===== config.mk =====
export PLATFORM = sky130hd
export DESIGN_NAME = puf_tune_ctrl_flat
export DESIGN_NICKNAME = d
export VERILOG_FILES = /design/src/rtl/puf_tune_if.sv /design/src/rtl/puf_tune_ctrl.sv /design/src/flat_wrapper.sv
export SDC_FILE = /design/constraint.sdc
export NUM_CORES = 1
export LEC_CHECK = 0
export ABC_CLOCK_PERIOD_IN_PS = 6600
export CORE_MARGIN = 2
export CORE_UTILIZATION = 44
export DETAILED_ROUTE_END_ITERATION = 10
export DONT_BUFFER_PORTS = 1
export HOLD_SLACK_MARGIN = 0.08
export PLACE_DENSITY_LB_ADDON = 0.12
export SLEW_MARGIN = 20
export SYNTH_ARGS = -nofsm -noshare
export SYNTH_HDL_FRONTEND = slang
export SYNTH_SLANG_ARGS = --single-unit

===== constraint.sdc =====
create_clock -name clk -period 6.6 [get_ports clk]
set_clock_uncertainty 0.15 [all_clocks]
set_input_delay 1.65 -clock clk [delete_from_list [all_inputs] [get_ports clk]]
set_output_delay 1.65 -clock clk [all_outputs]
set_load 0.02 [all_outputs]

===== src/rtl/puf_tune_if.sv =====
// puf_tune_if: start/done handshake and PUF evaluation bus between BIST, tuner and arbiter.
interface puf_tune_if #(parameter int K = 5, parameter int WIN_LOG2 = 8);
  logic start, eval_req, resp_valid, resp, busy, done, locked, timeout;
  logic [K-1:0] tune_level;
  logic [WIN_LOG2:0] ones_cnt;
  modport master (output start, resp_valid, resp,
                  input eval_req, tune_level, busy, done, locked, timeout, ones_cnt);
  modport slave (input start, resp_valid, resp,
                 output eval_req, tune_level, busy, done, locked, timeout, ones_cnt);
endinterface


===== src/rtl/puf_tune_ctrl.sv =====
// puf_tune_ctrl: binary-search bias tuner driving tune_level until PUF ones-ratio is within MARGIN of 50%.
// Define PUF_TUNE_TIMEOUT_EN to bound each WAIT by TIMEOUT cycles (abort with timeout flag).
module puf_tune_ctrl #(
  parameter int K        = 5,
  parameter int WIN_LOG2 = 8,
  parameter int MARGIN   = 8,
  parameter int SETTLE   = 4,
  parameter int TIMEOUT  = 1024
) (
  input logic clk,
  input logic rst,
  puf_tune_if.slave bus
);
  typedef enum logic [2:0] {S_IDLE, S_SETL, S_REQ, S_WAIT, S_DECIDE, S_FIN} state_t;
  localparam int H  = 2 ** (WIN_LOG2 - 1);
  localparam int SW = $clog2(SETTLE + 1);
  localparam int TW = $clog2(TIMEOUT + 1);
  localparam logic [K-1:0] LVL0 = K'(2 ** (K - 1));
  localparam logic [K-1:0] STEP0 = K'(2 ** (K - 2));
  localparam logic [WIN_LOG2:0] HI = (WIN_LOG2 + 1)'(H + MARGIN);
  localparam logic [WIN_LOG2:0] LO = (WIN_LOG2 + 1)'(H - MARGIN);
  state_t state_q, state_d;
  logic [K-1:0] level_q, level_d, step_q, step_d;
  logic [WIN_LOG2:0] acc_q, acc_d, ones_q, ones_d;
  logic [WIN_LOG2-1:0] cnt_q, cnt_d;
  logic [SW-1:0] set_q, set_d;
  logic [TW-1:0] tmo_q, tmo_d;
  logic locked_q, locked_d, timeout_q, timeout_d;
  logic [K:0] delta, up, dn;
  logic off_bias;
  // once the step reaches 0 the last window re-checks with a +/-1 move
  assign delta = (step_q == '0) ? (K + 1)'(1) : {1'b0, step_q};
  assign up = {1'b0, level_q} + delta;
  assign dn = {1'b0, level_q} - delta;
  assign off_bias = (acc_q > HI) || (acc_q < LO);
  always_comb begin
    state_d = state_q;
    level_d = level_q;
    step_d = step_q;
    acc_d = acc_q;
    ones_d = ones_q;
    cnt_d = cnt_q;
    set_d = set_q;
    tmo_d = tmo_q;
    locked_d = locked_q;
    timeout_d = timeout_q;
    case (state_q)
      S_IDLE: if (bus.start) begin
        state_d = S_SETL;
        level_d = LVL0;
        step_d = STEP0;
        acc_d = '0;
        cnt_d = '0;
        set_d = '0;
        tmo_d = '0;
        locked_d = 1'b0;
        timeout_d = 1'b0;
      end
      S_SETL: begin
        set_d = (set_q == SW'(SETTLE - 1)) ? '0 : set_q + SW'(1);
        state_d = (set_q == SW'(SETTLE - 1)) ? S_REQ : S_SETL;
      end
      S_REQ: begin
        tmo_d = '0;
        state_d = S_WAIT;
      end
      S_WAIT: begin
        if (bus.resp_valid) begin
          acc_d = acc_q + {{WIN_LOG2{1'b0}}, bus.resp};
          cnt_d = cnt_q + WIN_LOG2'(1);
          state_d = (cnt_q == '1) ? S_DECIDE : S_REQ;
        end
`ifdef PUF_TUNE_TIMEOUT_EN
        else if (tmo_q == TW'(TIMEOUT - 1)) begin
          timeout_d = 1'b1;
          locked_d = 1'b0;
          state_d = S_FIN;
        end else tmo_d = tmo_q + TW'(1);
`endif
      end
      S_DECIDE: begin
        ones_d = acc_q;
        acc_d = '0;
        step_d = step_q >> 1;
        if (acc_q > HI) level_d = dn[K] ? '0 : dn[K-1:0];
        else if (acc_q < LO) level_d = up[K] ? '1 : up[K-1:0];
        else locked_d = 1'b1;
        state_d = (off_bias && step_q != '0) ? S_SETL : S_FIN;
      end
      S_FIN: state_d = S_IDLE;
      default: state_d = S_IDLE;
    endcase
  end
  always_ff @(posedge clk or posedge rst)
    if (rst) begin
      state_q <= S_IDLE;
      level_q <= LVL0;
      step_q <= STEP0;
      acc_q <= '0;
      ones_q <= '0;
      cnt_q <= '0;
      set_q <= '0;
      tmo_q <= '0;
      locked_q <= 1'b0;
      timeout_q <= 1'b0;
    end else begin
      state_q <= state_d;
      level_q <= level_d;
      step_q <= step_d;
      acc_q <= acc_d;
      ones_q <= ones_d;
      cnt_q <= cnt_d;
      set_q <= set_d;
      tmo_q <= tmo_d;
      locked_q <= locked_d;
      timeout_q <= timeout_d;
    end
  assign bus.eval_req = state_q == S_REQ;
  assign bus.busy = state_q != S_IDLE && state_q != S_FIN;
  assign bus.done = state_q == S_FIN;
  assign bus.tune_level = level_q;
  assign bus.locked = locked_q;
  assign bus.timeout = timeout_q;
  assign bus.ones_cnt = ones_q;
endmodule


===== src/flat_wrapper.sv =====
// flat-port wrapper written by rule: the top's interface ports become plain ports
module puf_tune_ctrl_flat 
#(
  parameter int K        = 5,
  parameter int WIN_LOG2 = 8,
  parameter int MARGIN   = 8,
  parameter int SETTLE   = 4,
  parameter int TIMEOUT  = 1024
)
  (clk, rst, bus_start, bus_resp_valid, bus_resp, bus_eval_req, bus_tune_level, bus_busy, bus_done, bus_locked, bus_timeout, bus_ones_cnt);
  puf_tune_if #(.K(K), .WIN_LOG2(WIN_LOG2)) bus_i ();
  input logic clk;
  input logic rst;
  input wire logic [$bits(bus_i.start)-1:0] bus_start;
  input wire logic [$bits(bus_i.resp_valid)-1:0] bus_resp_valid;
  input wire logic [$bits(bus_i.resp)-1:0] bus_resp;
  output wire logic [$bits(bus_i.eval_req)-1:0] bus_eval_req;
  output wire logic [$bits(bus_i.tune_level)-1:0] bus_tune_level;
  output wire logic [$bits(bus_i.busy)-1:0] bus_busy;
  output wire logic [$bits(bus_i.done)-1:0] bus_done;
  output wire logic [$bits(bus_i.locked)-1:0] bus_locked;
  output wire logic [$bits(bus_i.timeout)-1:0] bus_timeout;
  output wire logic [$bits(bus_i.ones_cnt)-1:0] bus_ones_cnt;
  assign bus_i.start = bus_start;
  assign bus_i.resp_valid = bus_resp_valid;
  assign bus_i.resp = bus_resp;
  assign bus_eval_req = bus_i.eval_req;
  assign bus_tune_level = bus_i.tune_level;
  assign bus_busy = bus_i.busy;
  assign bus_done = bus_i.done;
  assign bus_locked = bus_i.locked;
  assign bus_timeout = bus_i.timeout;
  assign bus_ones_cnt = bus_i.ones_cnt;
  puf_tune_ctrl #(.K(K), .WIN_LOG2(WIN_LOG2), .MARGIN(MARGIN), .SETTLE(SETTLE), .TIMEOUT(TIMEOUT)) u_core (.clk(clk), .rst(rst), .bus(bus_i));
endmodule

Yosys cells after proc, flatten, opt, wreduce, memory -nomap -nowiden
Index checks and enable logic that the tools add are counted.
Storage, ports and cells
  register bits: 43
  bits of input ports: 5
  output and inout bits: 19
  word-level logic and storage cells: 74
Operators by class
  add/sub/neg operators: 5
  order comparisons: 2
  equality and inequality tests: 13
  mux-type cells: 28
  reductions and logical operators: 18
Operators by type and width (number)
  2-to-1 mux 5 bit: 7
  one-hot mux 9 bit (3 select lines): 1
  one-hot mux 5 bit (2 select lines): 2
  2-to-1 mux 3 bit: 6
  2-to-1 mux 9 bit: 2
  2-to-1 mux 8 bit: 2
  one-hot mux 8 bit (2 select lines): 1
  one-hot mux 3 bit (5 select lines): 1
  adder 9 x 1 -> 9 bit: 1
  == test 3 x 2 -> 1 bit, second input constant: 3
  greater-than comparator 9 x 8 -> 1 bit, second input constant: 1
  < comparator 9 x 7 -> 1 bit, second input constant: 1
  AND reduction 3 bit: 3
  adder 8 x 1 -> 8 bit, second input constant: 1
  == test 8 bit, second input constant: 1
  inequality test 2 bit, second input constant: 4
  adder 5 x 6 -> 6 bit: 1
  == test 3 bit, second input constant: 2
  one-hot mux 3 bit (2 select lines): 1
  AND reduction 2 bit: 3
  nonzero test 2 bit: 3
  nonzero test 3 bit: 2
  subtractor 5 x 6 -> 6 bit: 1
  logical NOT 5 bit: 1
  other kinds (12): 15

Logic depth before layout (Yosys ltp)
  word-level depth: 7
  gate-level depth with buffers: 9

Worst setup path before layout
No wires, ideal clock.
  kind: register to output
  from: reg u_core.state_q[2]
  to: out bus_eval_req
  arrival: 1.250 ns
  required time: 4.800 ns
  path slack: 3.550 ns
  cell stages (with the launch flop): 5
  path through: dfrtp_1 > buf_2 > clkbuf_1 > or2_2 > nor2_1
Between the ends
  cells in the longest elaborated chain, start to end: 1
RTL lines
  from (decl): line puf_tune_ctrl.sv:22  | state_t state_q, state_d;
  from (signal assigned): line puf_tune_ctrl.sv:107  | state_q <= state_d;
  == test 3 x 2 -> 1 bit: line puf_tune_ctrl.sv:118  | assign bus.eval_req = state_q == S_REQ;
  to (decl): line flat_wrapper.sv:17  | output wire logic [$bits(bus_i.eval_req)-1:0] bus_eval_req;
No other way between the ends.

Worst setup path after layout
Same ends and word-level chain as after synthesis.

==> impl_results.md <==
- Routability Congestion: 0.817
- Leak: 1.21 nW
- Max clock buf depth: 2
- Die area: 6330 um2
- Post-DR vias/cell: 5.48
- Clock slew seen by the registers of the worst setup and hold paths: 0.08 ns
- Top Ports: 24
- Leading area contributor after synthesis: dfrtp_1
- Count of different cell masters after synthesis: 52
- Critical Path End Type: output pin
- Asr flop ratio synth: 100%
- Crit path max fanout: 16
- RR Startpoint: u_core.step_q[1]
- Syn_nets: 298
- Post_cts resized: 0
- Root Driver: clkbuf_8
- Max VDD drop: 0.114 mV
- RSZ-0062 raised after global routing: false
- Mapped Area: 2510 um2
- Crit Path Class: reg -> out
- Period minus WS final: 3.32 ns
- Hold Violations, Final: 0
- Post-DP HPWL: 3690 um
- Sequential share of the synthesized area: 42.0%
- # DRC: 0
- Yosys warning count: 0
- Via count: 1,891
- Port Buf Inserts: 0
- Main synth FF type: dfrtp_1
- Max Cap Viol: 0
- Layout Nets: 292
- Row Count: 27
- CP Launch Point: u_core.state_q[2]
- Worst-Margin Slew: 0.666 ns
- First DRT Iteration DRCs: 94
- Synth top area cells: dfrtp_1 40%, nand2_1 6.7%, ha_1 6.5%, nor2_1 3.7%, xor2_1 3.5%
- Share of cells above drive strength 1: 7.69%
- Clock sinks: 42
- Top-area cell type share of the netlist area: 39.9%
- Commonest non-fill, non-tap cell in the layout: nand2_1
- Placeable Area: 5510 um2
- Pre-antenna DRT Iters: 4
- Cell count after synthesis: 278
- Die Wd: 79.5 um
- GRT Util Overall: 18.3%
- Worst path required time: 4.80 ns
- Detail Route Antenna Nets: 0
- Crit path launch type: flop
- Finish-stage setup viols: 0
- Avg Cell Area, Syn: 9.03 um2
- Run status: finished clean
- Initial antenna violation count: 0
- Max Slew Vio Count: 0
- Vias in the first global route: 1,818
- Inserted Clock Buffers: 5
- #FFs+latches synth: 42
- Post-CTS Setup Inserts: 0
- Final period util: 50.4%
- Cell area power density: 212 nW/um2
- Htree depth: 2
- Clock Latency Late Sink: 0.30 ns
- Height of the chip: 79.5 um
- Slew HR: 55.2%
- Setup TNS: 0 ns
- Largest net degree at the start of global routing: 43
- Number of diodes: 0
- Routed len/inst: 14.9 um
- Most frequent cells in the layout: 45 x nand2_1, 40 x dfrtp_1, 25 x nor2_1
- TritonCTS clock tree: done
- Hold Crit Start: u_core.cnt_q[1]
- Area delta synth->final: 4.68%
- Post-synth EDFFs: 0
- Overflow left after global routing: 0
- Initial Util: 45.6%
- Peak Freq: 301 MHz
- First-pass GRT wire length: 8930 um
- Cts hold-fix bufs: 0
- Routed WL: 5140 um
- Final Power: 0.557 mW
- Fin util: 47.7%
- Worst min path class: reg -> reg
- Worst Path Arrival: 1.52 ns
cell usage after synthesis, types with 2 or more instances:
library cell and instances:
nand2_1 45, dfrtp_1 40, nor2_1 25, o21ai_0 16, ha_1 13, inv_1 13, a21oi_1 10, xor2_1 10
clkbuf_1 7, nand3_1 7, nand4_1 7, a21o_1 5, a32o_1 5, buf_2 5, nor2b_1 5, nor3_1 5
and2_1 4, and3_1 4, nor4_1 4, o31ai_1 4, o31a_1 3, xnor2_1 3, a2bb2oi_1 2, dfstp_2 2
fa_1 2, nand2b_1 2, nor3b_1 2, nor3b_2 2, o22ai_1 2, or2_2 2
kinds of logic (layout without fill, tap and decap cells):
kind of cell / count (synthesis) / count (layout) / share of synthesized area, %
multiplexers: 2 / 2 / 0.847
buffers and inverters: 27 / 22 / 4.73
other: 1 / 1 / 0.149
adder cells (fa/ha/maj): 15 / 15 / 8.07
AND/OR/NAND/NOR: 122 / 122 / 24.0
AO/OA/AOI/OAI: 56 / 56 / 15.7
XOR/XNOR: 13 / 13 / 4.53
flip-flops: 42 / 42 / 42.0
flip-flops by register name, indices dropped and copies added (netlist names):
name	flops
u_core.step_q	4
u_core.bus.ones_cnt	9
u_core.bus.tune_level	5
u_core.set_q	3
u_core.bus.locked	1
u_core.cnt_q	8
u_core.acc_q	9
u_core.state_q	3
final timing paths:
| check | endpoint | slack, ns | cells past startpoint |
|---|---|---|---|
| max | bus_eval_req | 3.28 | 2 |
| min | u_core.cnt_q[1] | 0.35 | 2 |
| max reg2reg | u_core.bus.tune_level[1] | 4.09 | 8 |
| min reg2reg | u_core.cnt_q[1] | 0.35 | 2 |
| max in group asynchronous | u_core.step_q[3] | 4.71 | 2 |
| min in group asynchronous | u_core.cnt_q[4] | 1.20 | 2 |
metrics by stage:
| step | hold slack, ns | area [um2] | worst slack, ns | cells |
|---|---|---|---|---|
| finish | 0.354 | 2630 | 3.28 | 345 |
| global route | 0.387 | 2630 | 3.21 | 345 |
| CTS | 0.359 | 2630 | 3.27 | 345 |
| detailed placement | 0.341 | 2540 | 3.61 | 337 |
| global placement | 0.330 | 2540 | 3.62 | 337 |
| floorplan | 0.307 | 2510 | 3.55 | 278 |
where the power goes:
part | internal, mW | total, mW | switching, mW
combinational | 0.0326 | 0.0666 | 0.0340
sequential | 0.282 | 0.321 | 0.0393
clock | 0.0744 | 0.169 | 0.0943
area by class of cell:
class                      count  area, um2
clock buffer                   5       68.8
clock inverter                 3       21.3
fill                         542       2880
inverter                      13       48.8
multi-input combinational    209       1340
sequential                    42       1050
tap                           72       90.1
timing repair buffer           1       7.51
per-layer routing:
layer	track usage, %	wire length (um)	vias up	share of wire (%)
met5	0	0	-	0
met4	5.17	40	0	0.78
met3	4.52	147	4	2.9
met2	28.2	2340	25	46
met1	25.5	2610	910	51
li1	-	-	952	-
worst max-delay path, cell delays in order, from the launching register on:
cell,delay (ns)
dfrtp_1,0.56
or2_2,0.37
nor2_1,0.31
Note: power is estimated with default switching activity, not from simulation.
